File: config.mk
export PLATFORM = sky130hd
export DESIGN_NAME = hazard_sequencer
export DESIGN_NICKNAME = d
export VERILOG_FILES = /design/src/rtl/hazard_sequencer.sv
export SDC_FILE = /design/constraint.sdc
export NUM_CORES = 1
export LEC_CHECK = 0
export CAP_MARGIN = 20
export CORE_AREA = 2 2 66 68
export DETAILED_ROUTE_END_ITERATION = 6
export DIE_AREA = 0 0 68 70
export DONT_BUFFER_PORTS = 1
export HOLD_SLACK_MARGIN = 0.1
export PLACE_DENSITY = 0.61
export SLEW_MARGIN = 20
export SYNTH_ARGS = -nofsm -noshare
export SYNTH_HDL_FRONTEND = slang
export SYNTH_SLANG_ARGS = --single-unit
File: constraint.sdc
create_clock -name clk -period 4.9 [get_ports clk]
set_input_delay 0.735 -clock clk [delete_from_list [all_inputs] [get_ports clk]]
set_output_delay 0.735 -clock clk [all_outputs]
set_load 0.05 [all_outputs]
File: src/rtl/hazard_sequencer.sv
// Pipeline hazard sequencer: load-use bubbles, jr hold, mispredict flush and
// data-memory wait states, plus a sticky timeout flag and a stall-cycle counter.
module hazard_sequencer #(
  parameter int unsigned JR_WAIT_CYCLES = 1,
  parameter int unsigned MEM_TIMEOUT    = 15,
  parameter int unsigned CNT_W          = 16,
  parameter logic [6:0]  JR_OPCODE      = 7'b1100111
) (
  input  logic             clk,
  input  logic             rst,
  input  logic [6:0]       if_id_opcode,
  input  logic [4:0]       if_id_rs1,
  input  logic [4:0]       if_id_rs2,
  input  logic [4:0]       id_ex_rd,
  input  logic             EX_memread,
  input  logic             Wrong_prediction,
  input  logic             mem_req,
  input  logic             mem_ready,
  output logic             PC_Write,
  output logic             if_id_Write,
  output logic             if_id_flush,
  output logic             id_ex_flush,
  output logic             ex_mem_Write,
  output logic             mem_timeout,
  output logic [CNT_W-1:0] stall_count
);

  typedef enum logic [1:0] {RUN, JR_WAIT, MEM_WAIT} state_t;

  state_t     state, nxt_state, resume_st, nxt_resume;
  logic [3:0] jr_cnt, nxt_jr;
  logic [7:0] mem_cnt, nxt_mem;
  logic       set_timeout;
  logic       load_use;

  assign load_use = EX_memread && (id_ex_rd != '0) &&
                    ((if_id_rs1 == id_ex_rd) || (if_id_rs2 == id_ex_rd));

  always_comb begin
    PC_Write     = 1'b1;
    if_id_Write  = 1'b1;
    ex_mem_Write = 1'b1;
    if_id_flush  = 1'b0;
    id_ex_flush  = 1'b0;
    nxt_state    = state;
    nxt_resume   = resume_st;
    nxt_jr       = jr_cnt;
    nxt_mem      = mem_cnt;
    set_timeout  = 1'b0;

    if (state == MEM_WAIT) begin
      nxt_mem = mem_cnt + 8'd1;
      if (mem_ready) begin
        nxt_state = resume_st;
      end else begin
        PC_Write     = 1'b0;
        if_id_Write  = 1'b0;
        ex_mem_Write = 1'b0;
        if (mem_cnt == 8'(MEM_TIMEOUT)) begin
          set_timeout = 1'b1;
          nxt_state   = resume_st;
        end
      end
    end else if (mem_req && !mem_ready) begin
      PC_Write     = 1'b0;
      if_id_Write  = 1'b0;
      ex_mem_Write = 1'b0;
      nxt_state    = MEM_WAIT;
      nxt_resume   = state;
      nxt_mem      = 8'd1;
    end else if (Wrong_prediction) begin
      if_id_flush = 1'b1;
      id_ex_flush = 1'b1;
      nxt_state   = RUN;
      nxt_jr      = '0;
    end else if (state == JR_WAIT) begin
      PC_Write    = 1'b0;
      if_id_flush = 1'b1;
      nxt_jr      = jr_cnt - 4'd1;
      if (jr_cnt <= 4'd1) nxt_state = RUN;
    end else if (load_use) begin
      PC_Write    = 1'b0;
      if_id_Write = 1'b0;
      id_ex_flush = 1'b1;
    end else if (if_id_opcode == JR_OPCODE) begin
      PC_Write    = 1'b0;
      if_id_flush = 1'b1;
      nxt_state   = JR_WAIT;
      nxt_jr      = 4'(JR_WAIT_CYCLES);
    end

    if (rst) begin
      PC_Write     = 1'b0;
      if_id_Write  = 1'b0;
      ex_mem_Write = 1'b0;
      if_id_flush  = 1'b1;
      id_ex_flush  = 1'b1;
    end
  end

  always_ff @(posedge clk) begin
    if (rst) begin
      state       <= RUN;
      resume_st   <= RUN;
      jr_cnt      <= '0;
      mem_cnt     <= '0;
      mem_timeout <= 1'b0;
      stall_count <= '0;
    end else begin
      state     <= nxt_state;
      resume_st <= nxt_resume;
      jr_cnt    <= nxt_jr;
      mem_cnt   <= nxt_mem;
      if (set_timeout) mem_timeout <= 1'b1;
      if (!PC_Write && (stall_count != '1)) stall_count <= stall_count + 1'b1;
    end
  end

endmodule

# After elaboration in Yosys (flattened, before gate mapping)

Cells that the tools add are included.

Logic and storage cells: 85
Register bits after elaboration: 33

Add/sub/neg operators: 3
Mux-type cells: 48
Bitwise gates (word level): 2
Equality and inequality tests: 11
Order comparisons: 1
Reduce and logical (&&, ||, !) cells: 14

Operators by type and width:

| cell                  | count |
|---|---|
| $mux 1                | 33 |
| $mux 2                | 9 |
| $add 16x1->16 const B | 1 |
| $mux 4                | 4 |
| $mux 8                | 2 |
| $ne 16x16->1 const B  | 1 |
| $eq 5x5->1            | 2 |
| $reduce_bool 5->1     | 2 |
| $add 8x1->8 const B   | 1 |
| $eq 8x4->1 const B    | 1 |
| $reduce_and 4->1      | 2 |
| $eq 7x7->1 const B    | 1 |
| $ne 3x2->1 const B    | 2 |
| $ne 5x2->1 const B    | 1 |
| $ne 5x4->1 const B    | 1 |
| $le 4x1->1 const B    | 1 |
| $logic_and 1x1->1     | 4 |
| $sub 4x1->4 const B   | 1 |
| $reduce_bool 3->1     | 1 |
| $eq 2x1->1 const B    | 1 |
| $eq 2x2->1 const B    | 1 |
| $logic_not 1->1       | 2 |
| $not 1->1             | 2 |
| $reduce_and 2->1      | 1 |
| other kinds (2)       | 2 |

# Logic depth before layout (Yosys ltp)

Depth after elaboration: 11
Depth in mapped cells: 8
Mapped depth without buffers: 7

# Worst setup path before layout

Ideal clock, no wire load.

Path type: in2out
Start: in rst
End: out if_id_Write
Path buffers: 1
Data arrival time: 2.833 ns
Setup slack: 1.332 ns
Stages: 3
Path through: clkbuf_1 nor2_1 a21boi_0

Word-level cells in the longest chain between the ends: 1

Ends and longest elaborated chain:

| what               | line | text |
|---|---|---|
| start: declaration | 10   | `input logic rst,` |
| $mux 1             | 92   | `if (rst) begin` |
| end: declaration   | 20   | `output logic if_id_Write,` |

No other way between the ends.

# Worst setup path in the final report

Start: in id_ex_rd[1]
End: out if_id_Write

Word-level cells in the longest chain between the ends: 9
Elaborated cells on any way between the ends: 12

Ends and longest elaborated chain:

| what                                                  | line   | text |
|---|---|---|
| start: declaration                                    | 14     | `input logic [4:0] id_ex_rd,` |
| $eq 5x5->1 or $reduce_bool 5->1 (tied branches)       | 37, 36 |  |
| $logic_or 1x1->1 or $logic_and 1x1->1 (tied branches) | 37, 36 |  |
| $logic_and 1x1->1 (*)                                 | 36     | `assign load_use = EX_memread && (id_ex_rd != '0) &&` |
| $mux 1 (*)                                            | 81     | `end else if (load_use) begin` |
| $mux 1 (*)                                            | 76     | `end else if (state == JR_WAIT) begin` |
| $mux 1 (*)                                            | 71     | `end else if (Wrong_prediction) begin` |
| $mux 1 (*)                                            | 64     | `end else if (mem_req && !mem_ready) begin` |
| $mux 1 (*)                                            | 51     | `if (state == MEM_WAIT) begin` |
| $mux 1 (*)                                            | 92     |  |

Every way passes the cells marked *; elsewhere a longest branch is shown, timed or not.

==> impl_table.tex <==
\begin{tabular}{lr}
\hline
Metric & Value \\
\hline
\multicolumn{2}{l}{\textbf{Worst setup path}} \\
Kind of start point of the critical path & primary input \\
Worst reg2reg setup slack & 2.41 ns \\
Critical Path Slowest Stage Cell & sky130\_fd\_sc\_hd\_\_a21boi\_1 \\
Classification of the worst setup path & primary input to output pin \\
Cell family with most CP delay & compound AO/OA/AOI/OAI gates \\
Crit path buf inv count & 0 \\
Highest cell delay on the worst timing path & 0.79 ns \\
Critical Path, Cell by Cell & or4\_1 -> o21ai\_2 -> nor2\_1 -> a21boi\_1 \\
Critical path data required time & 4.16 ns \\
Type of element capturing the critical path & output pin \\
Critical Path AT & 2.40 ns \\
Worst Path Max Fanout & 5 \\
\multicolumn{2}{l}{\textbf{Clock network}} \\
Deepest clock path buffer count & 2 \\
Number of buffers inserted during clock tree synthesis & 5 \\
Clock root buffer & sky130\_fd\_sc\_hd\_\_clkbuf\_8 \\
H-tree lvl count & 2 \\
Setup repair bufs after CTS & 0 \\
CTS sink cnt & 33 \\
Clock latency on the worst-skew pair & 0.28 ns \\
Resized Gates After CTS & 0 \\
Clock slew seen by the registers of the worst setup and hold paths & 0.07 ns \\
Hold-fix buffer count after cts & 0 \\
CTS tree & built \\
\multicolumn{2}{l}{\textbf{Yosys}} \\
Flop and latch count out of synthesis & 33 \\
Synthesized area per cell & 8.001 um\^{}2 \\
Synthesized cell area & 1904 um\^{}2 \\
Synthesis Warnings & 0 \\
Fraction of the yosys area taken by sequential cells & 34.69\% \\
FFs w/ async S/R, synth & 0\% \\
Synthesized Nets & 270 \\
Number of unique standard cell types used by synthesis & 45 \\
Synth Instances & 238 \\
Number of enable flip-flop cells after synthesis & 0 \\
Most common flop cell mapped by yosys & sky130\_fd\_sc\_hd\_\_dfxtp\_1 \\
\multicolumn{2}{l}{\textbf{Power}} \\
Power per cell area & 314.1 nW/um\^{}2 \\
Power share of the sequential group & 48.7\% \\
Power dissipated by switching net loads & 0.2020 mW \\
Static leakage & 0.6946 nW \\
Total power consumption of the routed design & 0.6354 mW \\
Relative contribution of the clock network to total power & 32.9\% \\
Maximum resistive drop on vdd & 0.1487 mV \\
Net switching fraction of the power & 31.79\% \\
Internal portion of total power & 0.4334 mW \\
Combinational cell fraction of total power & 18.4\% \\
\multicolumn{2}{l}{\textbf{Global route}} \\
Number of antenna violations at the first check in global routing & 0 \\
Wire length of the first global-routing pass & 7134 um \\
Total congestion overflow & 0 \\
Largest net degree at the start of global routing & 37 \\
Via count of the first global-routing pass & 1,617 \\
All-Layer GR Usage & 19.30\% \\
\multicolumn{2}{l}{\textbf{Floorplan}} \\
Initial cell density of the core & 45.95\% \\
Die span in x & 68 um \\
Chip Height & 70 um \\
Row cnt & 24 \\
Die area & 4760 um\^{}2 \\
Area inside the core boundary & 4144 um\^{}2 \\
Ports placed on the boundary & 50 \\
\multicolumn{2}{l}{\textbf{Placement}} \\
Gp weighted congestion & 0.7953 \\
DP HPWL & 3118 um \\
Worst setup slack after placement & 1.772 ns \\
Port-buffer cells & 0 \\
\multicolumn{2}{l}{\textbf{Cells and area}} \\
Share of layout cells above drive strength 1 & 8.368\% \\
Number of antenna repair diodes & 0 \\
Layout Area Growth over Synthesis & 6.242\% \\
Nets@finish & 271 \\
Total of fill cells in the finished design & 433 \\
Share of the core filled with cells & 48.82\% \\
\multicolumn{2}{l}{\textbf{STA}} \\
Max-Slew Margin vs Limit & 32.11\% \\
Clock skew after layout & 0.006531 ns \\
Hold violation total from the final report & 0 \\
Final setup margin & 1.766 ns \\
Clock period minus worst slack & 3.134 ns \\
Transition time at the pin with the least slew margin & 1.016 ns \\
Final slew viol count & 0 \\
RSZ-0062 raised after global routing & no \\
Setup-violating endpoint count in the final report & 0 \\
TNS Setup & 0 ns \\
Fmax achieved & 0.3191 GHz \\
Part of the cycle the worst path needs & 63.95\% \\
\multicolumn{2}{l}{\textbf{Worst hold path}} \\
Type of the tightest min-delay check & register to register \\
\multicolumn{2}{l}{\textbf{Detailed routing}} \\
Vias per cell & 6.038 \\
Antenna viol nets, final & 0 \\
Routed via count & 1,757 \\
Aggregate routed wire length & 4284 um \\
Remaining design rule violation count & 0 \\
WL per Instance & 14.72 um \\
Detailed-router iteration count before antenna repair & 4 \\
Number of design-rule violations left by the first detailed-router iteration & 87 \\
\multicolumn{2}{l}{\textbf{Job}} \\
Max-Cap Viols & 0 \\
\multicolumn{2}{l}{\textbf{Outcome}} \\
Outcome & finished, final reports clean \\
\hline
\end{tabular}
## metal layers
| metal | wire (um) | global-route usage [%] | vias to the layer above |
|---|---|---|---|
| li1 | - | - | 877 |
| met1 | 1881 | 23.74 | 820 |
| met2 | 2065 | 30.85 | 52 |
| met3 | 268 | 5.797 | 8 |
| met4 | 68 | 7.778 | 0 |
| met5 | 0 | 0 | - |
## metrics by stage
stage          cells  hold WS [ns]  cell area (um^2)
2_1_floorplan    238        0.4541              1904
3_3_place_gp     284        0.4664              1937
3_5_place_dp     284        0.4649              1937
4_1_cts          291        0.4762              2023
5_1_grt          291        0.4983              2023
6_report         291        0.4722              2023
## path summary, 6_finish.rpt
kind                 from              end  cells after the start
max reg2reg      state[1]  stall_count[12]                      7
min          resume_st[0]     resume_st[0]                      2
min reg2reg  resume_st[0]     resume_st[0]                      2
max           id_ex_rd[1]      if_id_Write                      4
## cell usage in the layout, fill, tap and decap left out, types with 4 or more instances in the layout
cell,instances
sky130_fd_sc_hd__nor2_1,28
sky130_fd_sc_hd__dfxtp_1,33
sky130_fd_sc_hd__a21oi_1,23
sky130_fd_sc_hd__nor2b_1,4
sky130_fd_sc_hd__inv_1,6
sky130_fd_sc_hd__or3_1,12
sky130_fd_sc_hd__ha_1,4
sky130_fd_sc_hd__nand3_1,10
sky130_fd_sc_hd__xor2_1,11
sky130_fd_sc_hd__o21ai_0,17
sky130_fd_sc_hd__and3_1,5
sky130_fd_sc_hd__or4_1,4
sky130_fd_sc_hd__clkbuf_8,6
sky130_fd_sc_hd__nand2_1,18
sky130_fd_sc_hd__nor3_1,5
## kinds of logic after synthesis
logic type | count (synthesis) | synth area share [%]
xor gates and xnor gates | 11 | 5.059
adders and majority gates | 4 | 2.628
and+or+nand+nor | 108 | 29.89
AOI/OAI and AO/OA | 64 | 21.75
muxes | 4 | 2.300
buffers and inverters | 14 | 3.679
DFF | 33 | 34.69
## sequential cells by signal (all words and copies together) (netlist names)
name / flops
state: 2
stall_count: 16
jr_cnt: 4
resume_st: 2
mem_cnt: 8
mem_timeout: 1
## final cells by class
| cell class | count | area (um^2) | share of cell area [%] |
|---|---|---|---|
| well taps | 52 | 65.06 | 3.216 |
| clock buffers | 7 | 86.33 | 4.267 |
| inverters | 6 | 22.52 | 1.113 |
| multi-input cells | 191 | 1174 | 58.01 |
| repair buffers | 2 | 15.01 | 0.7421 |
| flip-flops and latches | 33 | 660.6 | 32.65 |
## tightest hold or removal path, delay by kind of cell, from the launching register on
kind           cells  cell delay [ns]
flip-flops         1             0.31
AO/OA/AOI/OAI      2             0.13
## power by group through the flow
stage / registers (mW) / clock network [mW] / logic (mW)
finish: 0.309 / 0.209 / 0.117
global route: 0.312 / 0.224 / 0.131
CTS: 0.309 / 0.213 / 0.118
detailed placement: 0.315 / 0 / 0.117
global placement: 0.315 / 0 / 0.116
floorplan: 0.311 / 0 / 0.104
## synth_stat cells (2+ instances only)
master	number	share of area, %
sky130_fd_sc_hd__xor2_1	11	5.1
sky130_fd_sc_hd__nand2_1	18	3.5
sky130_fd_sc_hd__nand2b_1	3	0.99
sky130_fd_sc_hd__nor4_1	3	0.99
sky130_fd_sc_hd__inv_1	6	1.2
sky130_fd_sc_hd__nor3_1	5	1.3
sky130_fd_sc_hd__or4_1	4	1.6
sky130_fd_sc_hd__nand4b_1	2	0.92
sky130_fd_sc_hd__buf_6	2	1.2
sky130_fd_sc_hd__nand3b_1	2	0.79
sky130_fd_sc_hd__a22oi_1	2	0.79
sky130_fd_sc_hd__clkbuf_1	4	0.79
sky130_fd_sc_hd__nand3_1	10	2.6
sky130_fd_sc_hd__a311oi_1	3	1.4
sky130_fd_sc_hd__nor2b_1	4	1.3
sky130_fd_sc_hd__dfxtp_1	33	35
sky130_fd_sc_hd__or3_1	12	3.9
sky130_fd_sc_hd__a21oi_1	23	6.0
sky130_fd_sc_hd__buf_2	2	0.53
sky130_fd_sc_hd__nor2_1	28	5.5
sky130_fd_sc_hd__a211oi_1	2	0.79
sky130_fd_sc_hd__or2_2	3	0.99
sky130_fd_sc_hd__nand4_1	3	0.99
sky130_fd_sc_hd__mux2_2	3	1.8
sky130_fd_sc_hd__o311a_1	2	1.1
sky130_fd_sc_hd__and3_1	5	1.6
sky130_fd_sc_hd__and4_4	2	1.2
sky130_fd_sc_hd__and2_1	2	0.66
sky130_fd_sc_hd__o21ai_0	18	4.7
sky130_fd_sc_hd__o31a_1	3	1.4
sky130_fd_sc_hd__ha_1	4	2.6
Note: power is estimated with default switching activity, not from simulation.
